==> src/rtl/dwell_driver.sv <==
// Relay/switch driver that enforces a minimum dwell after every output change.
// Requests arriving while the output is settling are ignored. A mismatch is picked up one enabled clock after settled rises.
module dwell_driver #(
    parameter int settle_count = 1024
) (
    input  logic aclk,
    input  logic aresetn,
    input  logic ce_n,
    input  logic req_in,
    output logic drive_out,
    output logic drive_outn,
    output logic settled
);

    // Number of bits needed to hold value (at least 1 for value >= 1).
    function automatic int clogb2(input int value);
        int v;
        int r;
        v = value;
        for (r = 0; v > 0; r++) v = v >> 1;
        return r;
    endfunction

    localparam int            CW   = clogb2(settle_count - 1);
    localparam logic [CW-1:0] LOAD = CW'(settle_count - 1);

    typedef enum logic [1:0] {
        OFF        = 2'd0,
        ON_SETTLE  = 2'd1,
        ON         = 2'd2,
        OFF_SETTLE = 2'd3
    } state_t;

    // Declaration values match the reset values so power-up equals reset.
    state_t        state_q   = OFF;
    logic [CW-1:0] cnt_q     = '0;
    logic          drive_q   = 1'b0;
    logic          settled_q = 1'b1;

    state_t        state_d;
    logic [CW-1:0] cnt_d;
    logic          drive_d;
    logic          settled_d;

    always_ff @(posedge aclk) begin
        if (!aresetn) begin
            state_q   <= OFF;
            cnt_q     <= '0;
            drive_q   <= 1'b0;
            settled_q <= 1'b1;
        end else if (!ce_n) begin
            state_q   <= state_d;
            cnt_q     <= cnt_d;
            drive_q   <= drive_d;
            settled_q <= settled_d;
        end
    end

    always_comb begin
        state_d   = state_q;
        cnt_d     = cnt_q;
        drive_d   = drive_q;
        settled_d = settled_q;
        case (state_q)
            OFF: begin
                if (req_in) begin
                    state_d   = ON_SETTLE;
                    drive_d   = 1'b1;
                    settled_d = 1'b0;
                    cnt_d     = LOAD;
                end
            end
            ON: begin
                if (!req_in) begin
                    state_d   = OFF_SETTLE;
                    drive_d   = 1'b0;
                    settled_d = 1'b0;
                    cnt_d     = LOAD;
                end
            end
            ON_SETTLE, OFF_SETTLE: begin
                // req_in is deliberately not looked at while settling.
                if (cnt_q != '0) begin
                    cnt_d = cnt_q - CW'(1);
                end else begin
                    state_d   = (state_q == ON_SETTLE) ? ON : OFF;
                    settled_d = 1'b1;
                end
            end
            default: state_d = OFF;
        endcase
    end

    assign drive_out  = drive_q;
    assign drive_outn = ~drive_q;
    assign settled    = settled_q;

endmodule

==> config.mk <==
export PLATFORM = sky130hd
export DESIGN_NAME = dwell_driver
export DESIGN_NICKNAME = d
export VERILOG_FILES = /design/src/rtl/dwell_driver.sv
export SDC_FILE = /design/constraint.sdc
export NUM_CORES = 1
export LEC_CHECK = 0
export CAP_MARGIN = 20
export CORE_UTILIZATION = 50
export CTS_BUF_LIST = sky130_fd_sc_hd__clkbuf_8 sky130_fd_sc_hd__clkbuf_16
export DETAILED_ROUTE_END_ITERATION = 12
export HOLD_SLACK_MARGIN = 0.02
export PLACE_DENSITY = 0.78
export SETUP_SLACK_MARGIN = 0.2
export SLEW_MARGIN = 20
export SYNTH_ARGS = -nofsm -noshare
export SYNTH_HDL_FRONTEND = slang
export SYNTH_SLANG_ARGS = --single-unit
==> constraint.sdc <==
create_clock -name aclk -period 1.8 [get_ports aclk]
set_input_delay 0.18 -clock aclk [delete_from_list [all_inputs] [get_ports aclk]]
set_output_delay 0.18 -clock aclk [all_outputs]
set_load 0.01 [all_outputs]
== Yosys cells after proc, flatten, opt, wreduce, memory -nomap -nowiden ==
Index checks and enable logic that the tools add are counted.

* Register bits: 14
* Latch bits: 0
* Memory bits (writable): 0
* Memory bits (read-only): 0
* Input port bits: 4
* Output and inout bits: 3
* Word-level logic and storage cells: 36
* Memories kept: 0

* $add $sub $neg: 1
* Multiply operators: 0
* Div/mod/pow operators: 0
* $lt $le $gt $ge: 0
* Equality and inequality tests: 7
* Shift operators: 0
* Mux-type cells: 15
* Bitwise operators: 2
* Reduce and logical (&&, ||, !) cells: 7

{| class="wikitable"
|+ Operators with widths
! kind !! number
|-
| 2-to-1 mux 10 bit || 3
|-
| case mux 10 bit (3 select lines) || 1
|-
| AND reduction 4 bit || 3
|-
| nonzero test 10 bit || 1
|-
| subtractor 10 x 1 -> 10 bit, second input constant || 1
|-
| 2-to-1 mux 2 bit || 4
|-
| inequality test 2 bit, second input constant || 4
|-
| case mux 2 bit (3 select lines) || 1
|-
| == test 2 bit, second input constant || 2
|-
| 2-to-1 mux 1 bit || 4
|-
| case mux 1 bit (3 select lines) || 1
|-
| == test 2 x 1 -> 1 bit, second input constant || 1
|-
| zero test 2 bit || 1
|-
| NOT 1 bit || 2
|-
| case mux 1 bit (2 select lines) || 1
|-
| nonzero test 2 bit || 1
|-
| OR reduction 2 bit || 1
|}

== Longest topological paths before layout ==
Gate-level depths: netlist (run 1).

* Depth after elaboration: 4
* Mapped depth: 7
* Mapped depth without buffers: 6

== Worst setup path after synthesis (run 1) ==
Ideal clock, no wire load.

* Path type: register to register
* Start: register state_q[0]
* End: register cnt_q[7]
* Setup time: 0.126 ns
* Arrival time: 1.693 ns
* Data required time: 1.674 ns
* Slack: -0.019 ns
* Stages on the path, launching flop included: 8
* Buffers on the path: 1
* Clock period less this slack: 1.819 ns
* Cells stage by stage: dfxtp_1 inv_1 ha_1 mux2_2 or2_1 buf_2 nor4_1 o22ai_1

* Word-level cells in the longest chain between the ends: 4
* Elaborated cells between the ends (all ways): 10
* Those cells by class: eq/ne (6); mux (1); reduce/logical (3)

{| class="wikitable"
|+ RTL lines
! element !! RTL line !! source
|-
| start: declaration || 35 || <nowiki>state_t state_q = OFF;</nowiki>
|-
| start signal: assignment || 52 || <nowiki>state_q <= state_d;</nowiki>
|-
| == test 2 x 1 -> 1 bit or == test 2 bit (tied branches) || 64 || <nowiki>case (state_q)</nowiki>
|-
| OR reduction 2 bit || 64 ||
|-
| inequality test 2 bit (no line) || -- ||
|-
| AND reduction 4 bit (no line) || -- ||
|-
| end signal: assignment || 53 || <nowiki>cnt_q <= cnt_d;</nowiki>
|-
| end: declaration || 36 || <nowiki>logic [CW-1:0] cnt_q = '0;</nowiki>
|}

Parallel ways exist; a longest one is shown, timed or not.
A chain may end at the register's enable or synchronous reset.

== Worst setup path after layout (run 1) ==
* Start: register cnt_q[1]
* End: register cnt_q[8]

* Word-level cells in the longest chain between the ends: 3
* Elaborated cells between the ends (all ways): 6
* Those cells by class: add/sub (1); eq/ne (1); mux (2); reduce/logical (2)

{| class="wikitable"
|+ RTL lines
! element !! RTL line
|-
| subtractor 10 x 1 -> 10 bit or nonzero test 10 bit (tied branches) || 84, 83
|-
| 2-to-1 mux 10 bit or inequality test 2 bit (tied branches) || --
|-
| case mux 10 bit (3 select lines) or AND reduction 4 bit (tied branches) || --
|}

Parallel ways exist; a longest one is shown, timed or not. The select of a mux whose other input is x is not followed.

==> summary.md, run 1 <==
| Metric | Value |
|---|---|
| Status | finished, violations left |
| Violations in the final reports | setup timing |
| Clock root buffer | sky130_fd_sc_hd__clkbuf_8 |
| Drt drc | 0 |
| Die footprint | 0.001889 mm^2 |
| Area of the mapped netlist | 859.6 um^2 |
| Highest clock rate | 537.3 MHz |
| PortBufs | 6 |
| Critical-path maximum fanout | 4 |
| Number of standard cells in the final layout excluding fillers | 155 |
| Yosys synthesis warning count | 0 |
| Synthesized netlist net count | 111 |
| Total power | 1383 uW |
| Vias/cell | 7.026 |
| Layout Area Growth over Synthesis | 62.59% |
| Post-synthesis instance total | roughly 100 |
| Die extent in y | 43.46 um |
| Hold Vio Cnt, Final | 0 |
| Fraction of final layout cells sized beyond drive strength 1 | 51.08% |
| Critical Path Start Type | register |
| Placement row count | 14 |
| Detail Placement HPWL | 1.629 mm |
| GPL Wtd Cong | between 0.8 and 0.9 |
| Ys async rst share | 0% |
| EDFF count, synth | 0 |
| Global Route Usage Sum | 32.73% |
| Period Utilization, post-route | 103.4% |
| Worst slew margin relative to its limit | 65.26% |
| Register area share after synthesis | 32.61% |
| Via count of the first global-routing pass | slightly above 900 |
| CORE AREA | between 0.0015 and 0.002 mm^2 |
| NetSw | 536.0 uW |
| Number of storage elements in the synthesis netlist | 14 |
| Clock tree sinks | 14 |
| Number of setup violations in the final report | 2 |
| Initial cell density of the core | 55.14% |
| Count of maximum capacitance violations | 0 |
| Minimum setup slack among reg-to-reg paths | -0.06 ns |
| Number of buffers added by the clock tree synthesis step | 3 |
| Lkg Pwr | 0.0005455 uW |
| Time the final worst path needs with I/O delays and setup | 1.861 ns |
| Maximum buffer depth of the clock tree | 2 |
| Worst Clk Skew | 0.001594 ns |
| Critical path arrival | 2.02 ns |
| Fraction of power consumed by combinational cells | a little under half |
| Maximum VDD drop | 0.0007594 V |
| Largest net degree at the start of global routing | 10 |
| Number of hold buffers added after CTS | 0 |
| Fraction of power consumed by the clock network | 23.7% |
| Final net count | 149 |
| First-pass GRT wire length | 4.333 mm |
| Relative contribution of sequential cells to total power | 29.1% |
| Worst path setup slack after routing | -0.06107 ns |
| Number of placed instances with taps included | 140 |
| Die Span X | 43.46 um |
| Maximum level of the CTS H-tree | 1 |
| Global-route congestion overflow total | 0 |
| Number of I/O pins | 7 |
| Clock network latency to the later pin of the worst-skew pair | 0.26 ns |
| Clk slew on worst S/H paths | around 0.06 ns |
| Iteration-0 DRC Markers | 86 |
| RSZ-0062 raised after global routing | yes |
| Worst setup slack before clock tree synthesis | -0.06781 ns |
| Total Routed Length | 3.445 mm |
| Number of iterations in the first detailed-routing pass | 4 |
| Top_reg_cell synth | sky130_fd_sc_hd__dfxtp_1 |
| Remaining antenna violation count after routing | 0 |
| Via count | between 1000 and 1500 |
| Ratio of total power to cell area | 989.6 mW/mm^2 |
| Switching share of total power | between 30% and 40% |
| Slew at the pin closest to its max-slew limit | 0.5167 ns |
| Internal Power | 847.1 uW |
| Endpoint type of the worst setup path | register |
| Post-synthesis cell type count | 40 |
| Worst hold-check path type | reg2reg |
| CTS tree | yes |
| Number of antenna repair diodes | 0 |
| Synthesized area divided by synthesized cell count | 8.427 um^2 |
| Data required time at the worst endpoint | slightly below 2 ns |
| Category of the critical setup timing path | reg2reg |
| Routed length per placed instance | 22.23 um |
| Number of antenna violations at the first check in global routing | 0 |
| Count of final max-slew check failures | 0 |
## cells by family (layout without fill, tap and decap cells)
logic type                 count (synthesis)  in the layout  share of synthesized area, %
and+or+nand+nor                           36             37                         24.16
AOI/OAI and AO/OA                         32             32                         27.66
DFF                                       14             14                         32.61
buffers and inverters                     13             49                         5.821
adders and majority gates                  5              5                         7.278
muxes                                      2              2                         2.474
## worst paths after layout
| path | depth (start not counted) | to | from |
|---|---|---|---|
| worst min register to register | 2 | cnt_q[4]$_SDFFE_PN0P_ | cnt_q[4]$_SDFFE_PN0P_ |
| worst max register to register | 7 | cnt_q[8]$_SDFFE_PN0P_ | cnt_q[1]$_SDFFE_PN0P_ |
| worst max-delay path | 7 | cnt_q[8]$_SDFFE_PN0P_ | cnt_q[1]$_SDFFE_PN0P_ |
| worst min-delay path | 2 | cnt_q[4]$_SDFFE_PN0P_ | cnt_q[4]$_SDFFE_PN0P_ |
## power groups by stage
stage               clock network (uW)  registers (uW)  logic, uW
finish                             327             403        653
global route                       339             406        683
CTS                                320             394        519
detailed placement                   0             397        428
global placement                     0             395        418
floorplan                            0             404        258
## layout make-up
type	instances	area [um^2]
timing repair buffer	34	296.5
multi-input combinational	76	699.4
tap	16	20.02
sequential	14	285.3
inverter	11	41.29
clock buffer	4	55.05
fill	70	161.4
## metal layers
layer	vias up	share of wire, %	track usage [%]	wire (um)
li1	460	-	-	-
met1	500	38	41.28	1323
met2	94	44	50.30	1529
met3	35	10	8.750	356
met4	0	6.8	18.75	235
met5	-	0	0	0
## worst max-delay path, cell delays in order (launching register included)
cell	delay, ns
sky130_fd_sc_hd__dfxtp_2	0.32
sky130_fd_sc_hd__inv_2	0.07
sky130_fd_sc_hd__ha_4	0.13
sky130_fd_sc_hd__or4b_4	0.49
sky130_fd_sc_hd__buf_6	0.16
sky130_fd_sc_hd__a211oi_4	0.24
sky130_fd_sc_hd__o21ai_2	0.10
sky130_fd_sc_hd__a221oi_2	0.26
## metrics by stage
step | instance area (um^2) | setup TNS, ns | hold slack [ns] | utilization [%]
2_1_floorplan | 885.9 | 0 | 0.4426 | -
3_3_place_gp | 1086 | -0.08503 | 0.4772 | 69.66
3_5_place_dp | 1086 | -0.2276 | 0.4920 | 69.66
4_1_cts | 1270 | 0 | 0.5015 | 81.46
5_1_grt | 1398 | -0.1708 | 0.5192 | 89.65
6_report | 1398 | -0.06258 | 0.5000 | 89.65
## registers in the layout (all words and copies together) (netlist names)
register and count:
cnt_q 10, state_q 2, drive_out 1, settled 1
## synthesized netlist by cell type (2+ instances only)
library cell               count  area, um^2
sky130_fd_sc_hd__dfxtp_1      14       280.3
sky130_fd_sc_hd__nand2_1       9       33.78
sky130_fd_sc_hd__nor3_1        5       25.02
sky130_fd_sc_hd__o21ai_0       6       30.03
sky130_fd_sc_hd__a221oi_1      2       17.52
sky130_fd_sc_hd__a211oi_2      2       25.02
sky130_fd_sc_hd__nor4_1        3       18.77
sky130_fd_sc_hd__a21oi_1       4       20.02
sky130_fd_sc_hd__ha_1          5       62.56
sky130_fd_sc_hd__a31oi_1       3       18.77
sky130_fd_sc_hd__nor2_1        8       30.03
sky130_fd_sc_hd__inv_1        11       41.29
sky130_fd_sc_hd__o311a_1       3       30.03
## cells in the final DEF, fill, tap and decap left out, drive strengths merged, types with 4 or more instances in the layout
master / Yosys / final
clkbuf: 1 / 4
nor2: 8 / 8
dfxtp: 14 / 14
inv: 11 / 11
ha: 5 / 5
o21ai: 7 / 7
buf: 1 / 28
a21oi: 4 / 4
nor3: 6 / 6
clkdlybuf4s50: 0 / 6
nor4: 4 / 4
nand2: 9 / 9
## repair_timing
action	in CTS	in global routing
pin swaps	8	13
resized for setup	20	23
buffers inserted	5	5
gates cloned	1	0
endpoints found under the setup margin	14	14
Note: power is estimated with default switching activity, not from simulation.
==> run 2: changes to the inputs <==
--- a/config.mk
+++ b/config.mk
@@ -5,14 +5,13 @@
 export SDC_FILE = /design/constraint.sdc
 export NUM_CORES = 1
 export LEC_CHECK = 0
-export CAP_MARGIN = 20
 export CORE_UTILIZATION = 50
 export CTS_BUF_LIST = sky130_fd_sc_hd__clkbuf_8 sky130_fd_sc_hd__clkbuf_16
 export DETAILED_ROUTE_END_ITERATION = 12
 export HOLD_SLACK_MARGIN = 0.02
 export PLACE_DENSITY = 0.78
 export SETUP_SLACK_MARGIN = 0.2
-export SLEW_MARGIN = 20
+export SLEW_MARGIN = 15
 export SYNTH_ARGS = -nofsm -noshare
 export SYNTH_HDL_FRONTEND = slang
 export SYNTH_SLANG_ARGS = --single-unit
==> results of run 2 <==
The final DEF is identical to that of run 1; final timing and power are the same.
==> run 3: changes to the inputs <==
--- a/config.mk
+++ b/config.mk
@@ -5,11 +5,12 @@
 export SDC_FILE = /design/constraint.sdc
 export NUM_CORES = 1
 export LEC_CHECK = 0
-export CORE_UTILIZATION = 50
+export CORE_ASPECT_RATIO = 0.75
+export CORE_UTILIZATION = 40
 export CTS_BUF_LIST = sky130_fd_sc_hd__clkbuf_8 sky130_fd_sc_hd__clkbuf_16
 export DETAILED_ROUTE_END_ITERATION = 12
 export HOLD_SLACK_MARGIN = 0.02
-export PLACE_DENSITY = 0.78
+export PLACE_DENSITY = 0.66
 export SETUP_SLACK_MARGIN = 0.2
 export SLEW_MARGIN = 15
 export SYNTH_ARGS = -nofsm -noshare
==> summary.md, run 3 (synthesized netlist as in run 1, its figures left out) <==
| Metric | Value |
|---|---|
| Die footprint | 0.002340 mm^2 |
| Number of antenna repair diodes | 0 |
| Commonest non-fill, non-tap cells in the layout | 23 x sky130_fd_sc_hd__buf_4, 10 x sky130_fd_sc_hd__dfxtp_1, 9 x sky130_fd_sc_hd__nand2_1, 7 x sky130_fd_sc_hd__inv_1 |
| Layout Area Growth over Synthesis | 57.50% |
| Endpoint of the most critical register-to-register path | cnt_q[5]$_SDFFE_PN0P_ |
| Worst path setup slack after routing | -0.01819 ns |
| Global-route congestion overflow total | 0 |
| Category of the critical setup timing path | reg2reg |
| Vias/cell | 6.123 |
| Lkg Pwr | between 0.0005 and 0.0006 uW |
| Fraction of final layout cells sized beyond drive strength 1 | between 40% and 50% |
| Hold Vio Cnt, Final | 0 |
| Largest regs | cnt_q: 10 flops, state_q: 2 flops |
| Startpoint of the most critical hold path | settled$_SDFFE_PN1P_ |
| Maximum level of the CTS H-tree | 1 |
| Number of setup violations in the final report | 2 |
| Largest net degree at the start of global routing | 10 |
| CORE AREA | roughly 0.002 mm^2 |
| Period Utilization, post-route | 101.0% |
| Die extent in y | roughly 42 um |
| Worst Clk Skew | 0.0006394 ns |
| Uppermost layer routed | met4 |
| Peak per-stage delay on the critical path | 0.51 ns |
| First-pass GRT wire length | 4.312 mm |
| Status | finished, violations left |
| Critical-path maximum fanout | 6 |
| Met3 layer wire length in the routed design | 173 um |
| Maximum buffer depth of the clock tree | 2 |
| Cell area reported after detailed placement | 0.001096 mm^2 |
| Initial cell density of the core | 42.67% |
| PortBufs | 6 |
| Wl on met1 | roughly 1.2 mm |
| Endpoint type of the worst setup path | register |
| Number of iterations in the first detailed-routing pass | 4 |
| Number of cell instances on the worst register-to-register path | 7 |
| Hold Path Stages | 2 |
| Number of I/O pins | 7 |
| Number of antenna violations at the first check in global routing | 0 |
| Drt drc | 0 |
| Register with the most flip-flops | cnt_q |
| Gate family responsible for the most delay along the worst path | simple AND/OR/NAND/NOR gates |
| Clock root buffer | sky130_fd_sc_hd__clkbuf_8 |
| Number of buffers added by the clock tree synthesis step | 3 |
| Via count of the first global-routing pass | 923 |
| Ratio of total power to cell area | 942.1 mW/mm^2 |
| Critical path arrival | 1.96 ns |
| Via count | between 900 and 1000 |
| Critical Path Start Type | register |
| Clk slew on worst S/H paths | 0.06 ns |
| Most common cell after layout, fill and taps aside | sky130_fd_sc_hd__buf_4 |
| Remaining antenna violation count after routing | 0 |
| End point of the worst hold path | settled$_SDFFE_PN1P_ |
| Stages on the worst setup path | 7 |
| Die Span X | 55.53 um |
| Count of buffering cells on the critical path with inverters included | 2 |
| Worst setup slack before clock tree synthesis | -0.1197 ns |
| Minimum setup slack among reg-to-reg paths | -0.02 ns |
| Worst hold-check path type | reg2reg |
| GPL Wtd Cong | 0.9218 |
| RSZ-0062 raised after global routing | yes |
| Highest clock rate | 550.0 MHz |
| Routed length per placed instance | 16.27 um |
| Total Routed Length | 2.635 mm |
| Data required time at the worst endpoint | 1.94 ns |
| Maximum VDD drop | approximately 0.00075 V |
| Final net count | 148 |
| Time the final worst path needs with I/O delays and setup | 1.818 ns |
| Detail Placement HPWL | between 1.5 and 2 mm |
| Count of final max-slew check failures | 0 |
| Slowest stage cell, crit path | sky130_fd_sc_hd__or4b_4 |
| Worst slew margin relative to its limit | 63.42% |
| Slew at the pin closest to its max-slew limit | between 0.5 and 0.6 ns |
| Count of maximum capacitance violations | 0 |
| Critical Path, Cell by Cell | inv_2 > ha_4 > or4b_4 > nor3_4 > buf_6 > nor3_2 > o311a_1 |
| Violations in the final reports | setup timing |
| Clock tree sinks | 14 |
| Clock network latency to the later pin of the worst-skew pair | 0.25 ns |
| Number of hold buffers added after CTS | 0 |
| Startpoint of the most critical register-to-register path | cnt_q[1]$_SDFFE_PN0P_ |
| Post-Layout Inst Area | 0.001354 mm^2 |
| Global Route Usage Sum | 24.20% |
| Placement row count | 14 |
| Flip-flop count of the largest register, all copies and words added | 10 |
| CTS tree | yes |
| Iteration-0 DRC Markers | 38 |
| Routed wire length on met2 | 1.271 mm |
run 3: cell count changes in the layout (fill, tap and decap cells not counted), moves of 2 or more:
cell,change
sky130_fd_sc_hd__o21ai_2,-2
sky130_fd_sc_hd__buf_6,-3
sky130_fd_sc_hd__a21oi_1,+2
sky130_fd_sc_hd__buf_4,+2
sky130_fd_sc_hd__a221oi_2,-2
sky130_fd_sc_hd__nor2_2,-2
sky130_fd_sc_hd__a221oi_1,+2
sky130_fd_sc_hd__a21oi_2,-2
sky130_fd_sc_hd__o21ai_1,+2
run 3: worst max path at each step:
stage / start / end / slack (ns)
3_3_place_gp: req_in / cnt_q[7]$_SDFFE_PN0P_ / -0.04
3_5_place_dp: req_in / cnt_q[3]$_SDFFE_PN0P_ / -0.12
5_1_grt: cnt_q[1]$_SDFFE_PN0P_ / cnt_q[8]$_SDFFE_PN0P_ / -0.07
6_report: cnt_q[1]$_SDFFE_PN0P_ / cnt_q[5]$_SDFFE_PN0P_ / -0.02
2_1_floorplan: cnt_q[1]$_SDFFE_PN0P_ / cnt_q[3]$_SDFFE_PN0P_ / 0.04
4_1_cts: cnt_q[1]$_SDFFE_PN0P_ / cnt_q[3]$_SDFFE_PN0P_ / 0.004
run 3: area by class of cell:
type	instances	area [um^2]
Fill cell	155	660.6
Multi-Input combinational cell	76	659.4
Tap cell	24	30.03
Clock buffer	4	55.05
Sequential cell	14	287.8
Inverter	11	43.79
Timing Repair Buffer	33	277.8
run 3: timing repair:
action	in CTS	in global routing
setup buffers	4	5
gates cloned	1	0
endpoints found under the setup margin	14	14
pin swaps	9	9
resized for setup	18	16
run 3: where the power goes:
group | switching, uW | internal, uW
clock | 120 | 194
combinational | 291 | 276
sequential | 39.9 | 355
total | 451 | 824
run 3: worst reg2reg max path: stages (launching register included):
cell and delay [ns]:
sky130_fd_sc_hd__dfxtp_2 0.32, sky130_fd_sc_hd__inv_2 0.07, sky130_fd_sc_hd__ha_4 0.14, sky130_fd_sc_hd__or4b_4 0.51, sky130_fd_sc_hd__nor3_4 0.18, sky130_fd_sc_hd__buf_6 0.16, sky130_fd_sc_hd__nor3_2 0.05, sky130_fd_sc_hd__o311a_1 0.27
run 3: stage by stage:
step / hold WS, ns / util (%) / power [uW] / cells / setup TNS, ns
2_1_floorplan: 0.4426 / - / 662.5 / 102 / 0
3_3_place_gp: 0.4905 / 54.41 / 820.0 / 148 / -0.1604
6_report: 0.5217 / 67.21 / 1275 / 162 / -0.03183
3_5_place_dp: 0.4964 / 54.41 / 830.4 / 148 / -0.4578
4_1_cts: 0.5192 / 62.05 / 1201 / 157 / 0
5_1_grt: 0.5631 / 67.21 / 1346 / 162 / -0.3272
run 3: per-layer routing:
| layer | track usage [%] | up-vias |
|---|---|---|
| met5 | 0 | - |
| met4 | 9.000 | 0 |
| met3 | 7.099 | 2 |
| met2 | 38.31 | 46 |
| met1 | 31.36 | 480 |
| li1 | - | 464 |
